File: src/rtl/cordic_rotation_scheduler.sv
// Round-robin scheduler sharing one CORDIC rotator among NUM_REQ requesters.
// Optional GAIN_COMP_EN adds a COMP state that scales results by 1/1.6468.
module cordic_rotation_scheduler #(
    parameter int NUM_REQ    = 4,
    parameter int DATA_W     = 16,
    parameter int CORDIC_LAT = 11
) (
    input  logic                       clk,
    input  logic                       rst_n,
    input  logic [NUM_REQ-1:0]         req_valid,
    output logic [NUM_REQ-1:0]         req_ready,
    input  logic [NUM_REQ*DATA_W-1:0]  req_x,
    input  logic [NUM_REQ*DATA_W-1:0]  req_y,
    input  logic [NUM_REQ*DATA_W-1:0]  req_phi,
    output logic                       resp_valid,
    input  logic                       resp_ready,
    output logic [DATA_W-1:0]          resp_x,
    output logic [DATA_W-1:0]          resp_y,
    output logic [$clog2(NUM_REQ)-1:0] resp_id,
    output logic                       busy,
    output logic                       cordic_rst,
    output logic [DATA_W-1:0]          cordic_x,
    output logic [DATA_W-1:0]          cordic_y,
    output logic [DATA_W-1:0]          cordic_phi,
    input  logic [DATA_W-1:0]          cordic_x_out,
    input  logic [DATA_W-1:0]          cordic_y_out
);

    localparam int IDW = $clog2(NUM_REQ);
    localparam int CW  = $clog2(CORDIC_LAT + 1);

    typedef enum logic [2:0] {
        S_IDLE,
        S_LAUNCH,
        S_WAIT,
        S_COMP,
        S_RESP
    } state_t;

    state_t           state;
    state_t           state_next;
    logic [IDW-1:0]   rr_ptr;
    logic [IDW-1:0]   op_id;
    logic [DATA_W-1:0] op_x;
    logic [DATA_W-1:0] op_y;
    logic [DATA_W-1:0] op_phi;
    logic [CW-1:0]    cnt;
    logic             found;
    logic [IDW-1:0]   gnt;
    logic [IDW:0]     scan;
    logic             accept;
    logic             last_iter;

    // Search starts at rr_ptr and wraps, so the first hit is the fair winner
    always_comb begin
        found = 1'b0;
        gnt   = '0;
        scan  = '0;
        for (int k = 0; k < NUM_REQ; k++) begin
            scan = {1'b0, rr_ptr} + (IDW+1)'(k);
            if (scan >= (IDW+1)'(NUM_REQ))
                scan = scan - (IDW+1)'(NUM_REQ);
            if (!found && req_valid[scan[IDW-1:0]]) begin
                found = 1'b1;
                gnt   = scan[IDW-1:0];
            end
        end
    end

    assign accept    = (state == S_IDLE) && found;
    assign last_iter = (state == S_WAIT) && (cnt == CW'(CORDIC_LAT - 1));

    always_ff @(posedge clk or negedge rst_n) begin
        if (!rst_n)
            state <= S_IDLE;
        else
            state <= state_next;
    end

    always_comb begin
        state_next = state;
        cordic_rst = 1'b1;
        busy       = 1'b1;
        resp_valid = 1'b0;
        req_ready  = '0;
        unique case (state)
            S_IDLE: begin
                busy = 1'b0;
                if (found) begin
                    req_ready  = NUM_REQ'(1) << gnt;
                    state_next = S_LAUNCH;
                end
            end
            S_LAUNCH: state_next = S_WAIT;
            S_WAIT: begin
                cordic_rst = 1'b0;
                if (last_iter) begin
`ifdef GAIN_COMP_EN
                    state_next = S_COMP;
`else
                    state_next = S_RESP;
`endif
                end
            end
            S_COMP: state_next = S_RESP;
            S_RESP: begin
                resp_valid = 1'b1;
                if (resp_ready)
                    state_next = S_IDLE;
            end
            default: state_next = S_IDLE;
        endcase
    end

`ifdef GAIN_COMP_EN
    localparam logic signed [31:0] GAIN = 32'sh0000_4DBA;

    logic signed [31:0] prod_x;
    logic signed [31:0] prod_y;
    logic signed [31:0] sh_x;
    logic signed [31:0] sh_y;

    function automatic logic [DATA_W-1:0] sat(input logic signed [31:0] v);
        if (v > 32'sd32767)
            return DATA_W'(16'h7FFF);
        else if (v < -32'sd32768)
            return DATA_W'(16'h8000);
        else
            return v[DATA_W-1:0];
    endfunction

    assign prod_x = 32'($signed(resp_x)) * GAIN;
    assign prod_y = 32'($signed(resp_y)) * GAIN;
    assign sh_x   = prod_x >>> 15;
    assign sh_y   = prod_y >>> 15;
`endif

    always_ff @(posedge clk or negedge rst_n) begin
        if (!rst_n) begin
            rr_ptr <= '0;
            op_id  <= '0;
            op_x   <= '0;
            op_y   <= '0;
            op_phi <= '0;
            cnt    <= '0;
            resp_x <= '0;
            resp_y <= '0;
        end else begin
            if (accept) begin
                op_x   <= req_x[int'(gnt)*DATA_W +: DATA_W];
                op_y   <= req_y[int'(gnt)*DATA_W +: DATA_W];
                op_phi <= req_phi[int'(gnt)*DATA_W +: DATA_W];
                op_id  <= gnt;
                rr_ptr <= (gnt == IDW'(NUM_REQ - 1)) ? '0 : gnt + IDW'(1);
            end
            cnt <= (state == S_WAIT) ? cnt + CW'(1) : '0;
            if (last_iter) begin
                resp_x <= cordic_x_out;
                resp_y <= cordic_y_out;
            end
`ifdef GAIN_COMP_EN
            if (state == S_COMP) begin
                resp_x <= sat(sh_x);
                resp_y <= sat(sh_y);
            end
`endif
        end
    end

    // Operands stay on the rotator inputs for the whole op; phi is re-read every iteration
    assign cordic_x   = op_x;
    assign cordic_y   = op_y;
    assign cordic_phi = op_phi;
    assign resp_id    = op_id;

endmodule
File: config.mk
export PLATFORM = sky130hd
export DESIGN_NAME = cordic_rotation_scheduler
export DESIGN_NICKNAME = d
export VERILOG_FILES = /design/src/rtl/cordic_rotation_scheduler.sv
export SDC_FILE = /design/constraint.sdc
export NUM_CORES = 1
export LEC_CHECK = 0
export ABC_AREA = 1
export BUFFER_PORTS_ARGS = -buffer_cell sky130_fd_sc_hd__clkbuf_2
export CAP_MARGIN = 20
export CORE_AREA = 4 4 123 125
export CTS_CLUSTER_SIZE = 24
export DETAILED_ROUTE_END_ITERATION = 10
export DIE_AREA = 0 0 127 129
export PLACE_DENSITY = 0.87
export SYNTH_ARGS = -nofsm -noshare
export SYNTH_HDL_FRONTEND = slang
export SYNTH_SLANG_ARGS = --single-unit
File: constraint.sdc
create_clock -name clk -period 5.3 [get_ports clk]
set_input_delay 1.06 -clock clk [delete_from_list [all_inputs] [get_ports clk]]
set_output_delay 1.06 -clock clk [all_outputs]
set_load 0.02 [all_outputs]
-- After elaboration in Yosys (flattened, before gate mapping)
Index checks and enable logic that the tools add are counted.
- add/sub/neg operators: 9
- magnitude comparators: 8
- equal/unequal tests: 9
- shifts and indexed selects: 4
- mux-type cells: 31
- reduce and logical (&&, ||, !) cells: 10
- operators with widths (kind ; number):
    64-bit by 7-bit variable part select with 16-bit output ; 3
    2-bit two-way mux ; 9
    3-bit one-hot mux with 5 select lines ; 1
    2-bit by 3-bit < comparator with 1-bit output (second input constant) ; 4
    4-bit two-way mux ; 3
    1-bit two-way mux ; 11
    3-bit >= comparator (second input constant) ; 3
    3-bit two-way mux ; 3
    1-bit binary-select mux with 2-bit select ; 4
    2-bit by 1-bit subtractor with 2-bit output (second input constant) ; 4
    2-bit by 2-bit adder with 3-bit output (second input constant) ; 2
    3-bit by 2-bit equality test with 1-bit output (second input constant) ; 2
    2-bit inequality test (second input constant) ; 3
    1-bit logical AND ; 5
    4-bit by 1-bit adder with 4-bit output (second input constant) ; 1
    4-bit equality test (second input constant) ; 1
    1-bit by 2-bit << shifter with 4-bit output (first input constant) ; 1
    2-bit by 1-bit adder with 3-bit output (second input constant) ; 1
    3-bit by 1-bit equality test with 1-bit output (second input constant) ; 1
    3-bit equality test (second input constant) ; 1
    2-bit by 3-bit >= comparator with 1-bit output (second input constant) ; 1
    1-bit logical NOT ; 3
    3-bit logical NOT ; 1
    3-bit AND reduction ; 1
    2 further kinds ; 2
- register bits: 91
- input bits: 231
- output and inout bits: 89
- logic and storage cells: 80

-- Logic depth before layout (Yosys ltp)
Gate-level depths: netlist of run 1.
- depth after elaboration: 17
- gate-level depth with buffers: 16

-- Least setup slack after synthesis of run 1
Ideal clock, no wire load.
- kind: input port to output port
- from: input req_valid[1]
- to: output req_ready[3]
- arrival time: 2.473 ns
- data required time: 4.240 ns
- setup slack: 1.767 ns
- stages on the path: 13
- path buffers: 1
- cell sequence: inv_1 -> nand2_1 -> nand3_1 -> nand2_1 -> nor2_2 -> nand2_1 -> nor2_1 -> inv_2 -> nand2_2 -> buf_2 -> ha_1 -> inv_1 -> nor2_1
- longest elaborated chain between the ends: 15
- RTL lines (element ; RTL line ; RTL):
    start: declaration ; 10 ; input logic [NUM_REQ-1:0] req_valid,
    1-bit binary-select mux with 2-bit select ; 63 ; if (!found && req_valid[scan[IDW-1:0]]) begin
    1-bit two-way mux (implied by the code) ; 63 ;
    1-bit two-way mux ; 63 ;
    1-bit logical NOT ; 63 ;
    1-bit logical AND ; 63 ;
    1-bit two-way mux ; 63 ;
    1-bit logical NOT ; 63 ;
    1-bit logical AND ; 63 ;
    1-bit two-way mux ; 63 ;
    1-bit logical NOT ; 63 ;
    1-bit logical AND ; 63 ;
    2-bit two-way mux ; 63 ;
    1-bit by 2-bit << shifter with 4-bit output ; 90 ; req_ready = NUM_REQ'(1) << gnt;
    4-bit two-way mux * ; 89 ; if (found) begin
    4-bit two-way mux * ; 86 ; unique case (state)
    end: declaration ; 11 ; output logic [NUM_REQ-1:0] req_ready,
Mark *: on every way between the ends. The rest lies on a longest branch, timed or not. The select of a mux whose other input is x is not followed.

-- Worst setup path in the final report of run 1
- from: input req_valid[3]
- to: output req_ready[1]
Same word-level chain as after synthesis.

==> results of run 1 <==
per-stage QoR:
step / instance area, um2 / utilization [%] / hold slack [ns] / std cells
final: 8120 / 58.5 / 0.478 / 1426
after global routing: 8120 / 58.5 / 0.501 / 1426
after CTS: 8120 / 58.5 / 0.483 / 1426
after detailed placement: 7820 / 56.3 / 0.466 / 1410
after global placement: 7790 / 56.1 / 0.462 / 1409
after floorplan: 6160 / - / 0.454 / 956
layer usage:
metal / part of all wire (%) / GRT usage (%)
met3: 8.4 / 4.44
met2: 50 / 40.5
met1: 39 / 27.0
met4: 2.9 / 10.3
met5: 0 / 0
layout make-up:
| cell class | count | area (um2) |
|---|---|---|
| Timing Repair Buffer | 328 | 1690 |
| Sequential cell | 91 | 2280 |
| Clock inverter | 5 | 60.1 |
| Clock buffer | 11 | 243 |
| Inverter | 211 | 792 |
| Tap cell | 180 | 225 |
| Multi-Input combinational cell | 600 | 2840 |
| Fill cell | 1319 | 5760 |
registers in the layout, indices dropped and copies added, names as in the netlist:
signal and cells:
resp_x 16, resp_y 16, cordic_y 16, state 3, cnt 4, rr_ptr 2
cordic_x 16, cordic_phi 16, resp_id 2
power by group through the flow:
stage | Clock [mW] | Combinational [mW] | Sequential (mW)
2_1_floorplan | 0 | 2.57 | 1.31
3_3_place_gp | 0 | 3.59 | 1.10
3_5_place_dp | 0 | 3.67 | 1.11
4_1_cts | 0.666 | 3.69 | 1.10
5_1_grt | 0.687 | 4.13 | 1.13
6_report | 0.648 | 3.67 | 1.10
cell usage in the layout, fill, tap and decap left out, drive strengths merged, types with 3 or more instances in the layout:
| master | n |
|---|---|
| nand2 | 335 |
| inv | 213 |
| mux2 | 32 |
| nor2 | 16 |
| ha | 3 |
| o21ai | 7 |
| dfrtp | 91 |
| nor3 | 3 |
| clkbuf | 329 |
| buf | 10 |
| nand3 | 199 |
worst paths after layout:
path | cells past startpoint | slack (ns) | endpoint | startpoint
setup reg to reg | 12 | 2.41 | cordic_x[14] | rr_ptr[0]
hold reg to reg | 2 | 0.48 | cordic_y[13] | cordic_y[13]
max in group asynchronous | 2 | 3.60 | rr_ptr[0] | rst_n
min in group asynchronous | 1 | 0.77 | resp_x[9] | rst_n
setup / recovery | 13 | 1.08 | req_ready[1] | req_valid[3]
hold / removal | 2 | 0.48 | cordic_y[13] | cordic_y[13]
worst min-delay path: cells and delay by family (launching register included):
family	cells	cell delay (ns)
flip-flops	1	0.34
AND/OR/NAND/NOR	2	0.10
logic make-up after synthesis:
| kind of cell | count (synthesis) |
|---|---|
| multiplexers | 32 |
| buffers and inverters | 265 |
| AND/OR/NAND/NOR | 553 |
| adder cells (fa/ha/maj) | 3 |
| flip-flops | 91 |
| AO/OA/AOI/OAI | 10 |
| XOR/XNOR | 2 |
==> reports/qor.yml, run 1 <==
sta:
  report.final.setup_viol: 0
  maxSlewHeadroom_pct: 33.3
  tightest_slew_ns: 1.00
  post-route-period-util_pct: 79.6
  fin_setup_tns_ns: 0
  slew_violations: 0
  fin_crit_ns: 4.22
  rsz0062_at_grt: "no"
  fmax_ghz: 0.237
  skew_ns: 0.00816
  hold_viol_final: 0
  fin_ws_ns: 1.08
worst_setup_path:
  crit_type: "in2out"
  critical_path.max_stage_delay_ns: 0.43
  path_buf_inv: 5
  end_kind: "output port"
  cp-start-kind: "input port"
  crit_arrival_ns: 3.16
  crit_path_max_fanout: 27
  crit_family: "simple AND/OR/NAND/NOR gates"
  crit_top_cell: "nand2_1"
  worstPathRequired_ns: 4.24
  critPathSlowestCell: "nand2_2"
  worstPathCellList: "clkbuf_2, inv_1, nand2_1, nand3_1, nand2_1, nor2_2, nand2_1, nor2_1, inv_2, nand2_2, buf_4, nor3_1, clkbuf_2"
power_and_ir_drop:
  p_leak_nw: 5.32
  pwr-share-clk_pct: 12.0
  switching_share_pct: 54.7
  p_sw_mw: 2.96
  p_per_area_mw_per_mm2: 667
  pwr-share-seq_pct: 20.4
  power_mw: 5.42
  internal_power_mw: 2.45
  combPwrFrac_pct: 67.7
  ir_worst_vdd_mv: 0.756
logic_synthesis:
  synth_most_common_cell: "nand2_1"
  synth_edf_count: 0
  synth_cell_types: 24
  seq_area_frac_synth_pct: 37.0
  ys.flop_type: "dfrtp_1"
  yosys.area_share.xor_xnor_pct: 0.284
  synth-seq-cells: 91
  avgSynthCellArea_um2: 6.44
  async_reset_ff_share_pct: 100
  synth_top_area_share_pct: 37.0
  synth_top_family_by_area: "simple AND/OR/NAND/NOR gates"
  syn_nets: 1190
  synth_compound_gate_area_share_pct: 0.874
  syn_area_mm2: 0.00616
  syn_inst: 956
  synthTopCellsByArea: "dfrtp_1 (37%), nand2_1 (20%), nand3_1 (16%)"
  yosys.area_share.simple_pct: 38.1
  synth_warnings: 0
  netlist.top_cell.by_area: "dfrtp_1"
  synth.top_cells.by_count: "nand2_1 (330), inv_1 (207), nand3_1 (199)"
  muxShareOfSynthArea_pct: 5.85
  synthAdderAreaFrac_pct: 0.610
finish:
  fin_nets: 1475
  drive_gt1_share_pct: 31.0
  antennaDiodeCount: 0
  area_delta_synth_final_pct: 31.8
clock_network:
  clkTransAtPathRegs_ns: 0.07
  htree_levels: 3
  numCtsBuffers: 9
  cts_tree: "done"
  cts_root_buffer: "clkbuf_16"
  cts_setup_buffers: 0
  insertion_delay_ns: 0.34
  cts_buffer_depth: 2
  cts_resized: 0
  cts_sinks: 91
  holdBufCountCts: 0
detailed_routing:
  routed_wl_um: 19500
  first_pass_iters: 5
  postRouteAntennaNets: 0
  vias_per_cell: 4.82
  drt_iter0_drc: 447
  vias: 6873
  drc: 0
  wl_per_cell_um: 13.7
floorplanning:
  fp.dieW_um: 127
  ioPinCount: 320
  die_h_um: 129
  num_rows: 43
  initial_core_util_pct: 44.4
  die_area_mm2: 0.0164
  core_region_area_mm2: 0.0139
placed_design:
  hpwl_um: 15000
  io_buffers: 319
  globalplace.congestion: 0.900
  pre_cts_ws_ns: 1.10
min_path:
  hold_class: "reg2reg"
global_route:
  grt_pass1_wl_um: 30400
  grt_overflow: 0
  antenna_found_initial: 0
  grt_max_degree: 97
  grt_usage_pct: 22.9
  grt_pass1_vias: 6605
flow_run:
  maxCapViolCount: 0
status:
  outcome: "finished clean"
(Power assumes the default switching activity.)
==> run 2: changes to the inputs <==
--- a/config.mk
+++ b/config.mk
@@ -8,11 +8,11 @@
 export ABC_AREA = 1
 export BUFFER_PORTS_ARGS = -buffer_cell sky130_fd_sc_hd__clkbuf_2
 export CAP_MARGIN = 20
-export CORE_AREA = 4 4 123 125
+export CORE_MARGIN = 4
+export CORE_UTILIZATION = 46
 export CTS_CLUSTER_SIZE = 24
 export DETAILED_ROUTE_END_ITERATION = 10
-export DIE_AREA = 0 0 127 129
-export PLACE_DENSITY = 0.87
+export PLACE_DENSITY = 0.9
 export SYNTH_ARGS = -nofsm -noshare
 export SYNTH_HDL_FRONTEND = slang
 export SYNTH_SLANG_ARGS = --single-unit
==> constraint.sdc (replaced) <==
create_clock -name clk -period 3.9 [get_ports clk]
set_input_delay 0.78 -clock clk [delete_from_list [all_inputs] [get_ports clk]]
set_output_delay 0.78 -clock clk [all_outputs]
set_load 0.02 [all_outputs]
==> run 2 against run 1 <==
Compared with the run above: first-iteration DRC count is 14% lower; total power up 35%; die area shrank 6.6%; clock-buffer cell count down 1; sequential share of layout area up 0.13 points; non-clock buffer count rose by 2; critical endpoint is now req_ready[3].
==> reports/qor.yml, run 2 (same netlist as run 1, synthesis figures left out) <==
status:
  outcome: "finished clean"
worst_setup_path:
  crit_arrival_ns: 2.60
  worstPathRequired_ns: 3.12
  end_kind: "output port"
  cp-start-kind: "flop"
  crit_path_max_fanout: 41
  crit_type: "reg2out"
  rrSetupSlack_ns: 1.03
finish:
  final_common_cell: "nand2_1"
  area_delta_synth_final_pct: 31.2
  multiInputGateArea_mm2: 0.00284
  drive_gt1_share_pct: 31.2
  finalCoreUtilization_pct: 61.3
  final_cell_area_mm2: 0.00808
  instances_no_fill: 1424
  mostFrequentLayoutCells: "nand2_1 (330), clkbuf_2 (318), inv_1 (207)"
  fin_nets: 1477
  regArea_mm2: 0.00228
  fill_cells: 1217
  antennaDiodeCount: 0
detailed_routing:
  vias: 6922
  routed_wl_um: 19500
  drt_iter0_drc: 385
  postRouteAntennaNets: 0
  drc: 0
  vias_per_cell: 4.86
  first_pass_iters: 5
  wl_per_cell_um: 13.7
placed_design:
  pre_cts_ws_ns: 0.673
  hpwl_um: 14800
  io_buffers: 319
  placed_area_mm2: 0.00781
  dp.cells: 1408
  globalplace.congestion: 0.907
sta:
  hold_slack_ns: 0.395
  slew_violations: 0
  fin_setup_tns_ns: 0
  fin_ws_ns: 0.516
  tightest_slew_ns: 1.01
  post-route-period-util_pct: 86.8
  rsz0062_at_grt: "no"
  fin_crit_ns: 3.38
  maxSlewHeadroom_pct: 32.4
  hold_viol_final: 0
  report.final.setup_viol: 0
  fmax_ghz: 0.296
  skew_ns: 0.00813
floorplanning:
  core_region_area_mm2: 0.0132
  ioPinCount: 320
  die_h_um: 124
  die_area_mm2: 0.0153
  num_rows: 42
  fp.dieW_um: 124
  initial_core_util_pct: 46.7
min_path:
  hold_class: "in2async"
clock_network:
  holdBufCountCts: 0
  cts_resized: 0
  cts_root_buffer: "clkbuf_16"
  numCtsBuffers: 9
  cts_setup_buffers: 0
  insertion_delay_ns: 0.33
  clkTransAtPathRegs_ns: 0.07
  cts_tree: "done"
  cts_buffer_depth: 2
  cts_sinks: 91
  htree_levels: 3
power_and_ir_drop:
  p_leak_nw: 5.31
  power_mw: 7.31
  ir_worst_vdd_mv: 0.786
  p_per_area_mw_per_mm2: 905
flow_run:
  maxCapViolCount: 0
global_route:
  grt_pass1_wl_um: 29600
  grt_overflow: 0
  antenna_found_initial: 0
  grt_max_degree: 97
  grt_pass1_vias: 6388
  grt_usage_pct: 24.4
-- run 2: report_power, final --
part | leakage, nW | internal (mW) | switching, mW
Combinational | 4.06 | 1.55 | 3.47
Sequential | 1.11 | 1.28 | 0.203
Clock | 0.143 | 0.449 | 0.360
Total | 5.31 | 3.28 | 4.03
-- run 2: layout make-up --
| cell class | instances | share of cell area [%] |
|---|---|---|
| Multi-Input combinational cell | 600 | 35.1 |
| Sequential cell | 91 | 28.2 |
| Timing Repair Buffer | 330 | 20.8 |
| Inverter | 211 | 9.80 |
| Clock buffer | 10 | 2.96 |
| Tap cell | 176 | 2.72 |
| Clock inverter | 6 | 0.464 |
-- run 2: layer usage --
metal  wire length (um)  part of all wire, %  GRT usage, %  vias up
met5                  0                    0             0        -
met4                572                  2.9          10.1        0
met3               1990                   10          5.86       41
met2               9520                   49          42.4      354
met1               7400                   38          28.8     3087
li1                   -                    -             -     3440
-- run 2: critical path, stage by stage, from the launching register on --
cell and delay [ns]:
dfrtp_1 0.58, inv_2 0.15, nand2_1 0.11, nand3_1 0.09, nand2_1 0.13, nor2_1 0.06
nor2_1 0.18, nand2_4 0.08, nand2_4 0.34, inv_1 0.09, ha_1 0.21, inv_1 0.05
nor2_1 0.03, clkbuf_2 0.15
-- run 2: final timing paths --
| path | cells after the start | endpoint | startpoint |
|---|---|---|---|
| max reg2reg | 14 | cordic_x[14] | rr_ptr[0] |
| max | 13 | req_ready[3] | rr_ptr[0] |
| max in group asynchronous | 2 | cordic_phi[11] | rst_n |
| min in group clk | 2 | cordic_y[13] | cordic_y[13] |
| min reg2reg | 2 | cordic_y[13] | cordic_y[13] |
| min | 1 | resp_x[0] | rst_n |
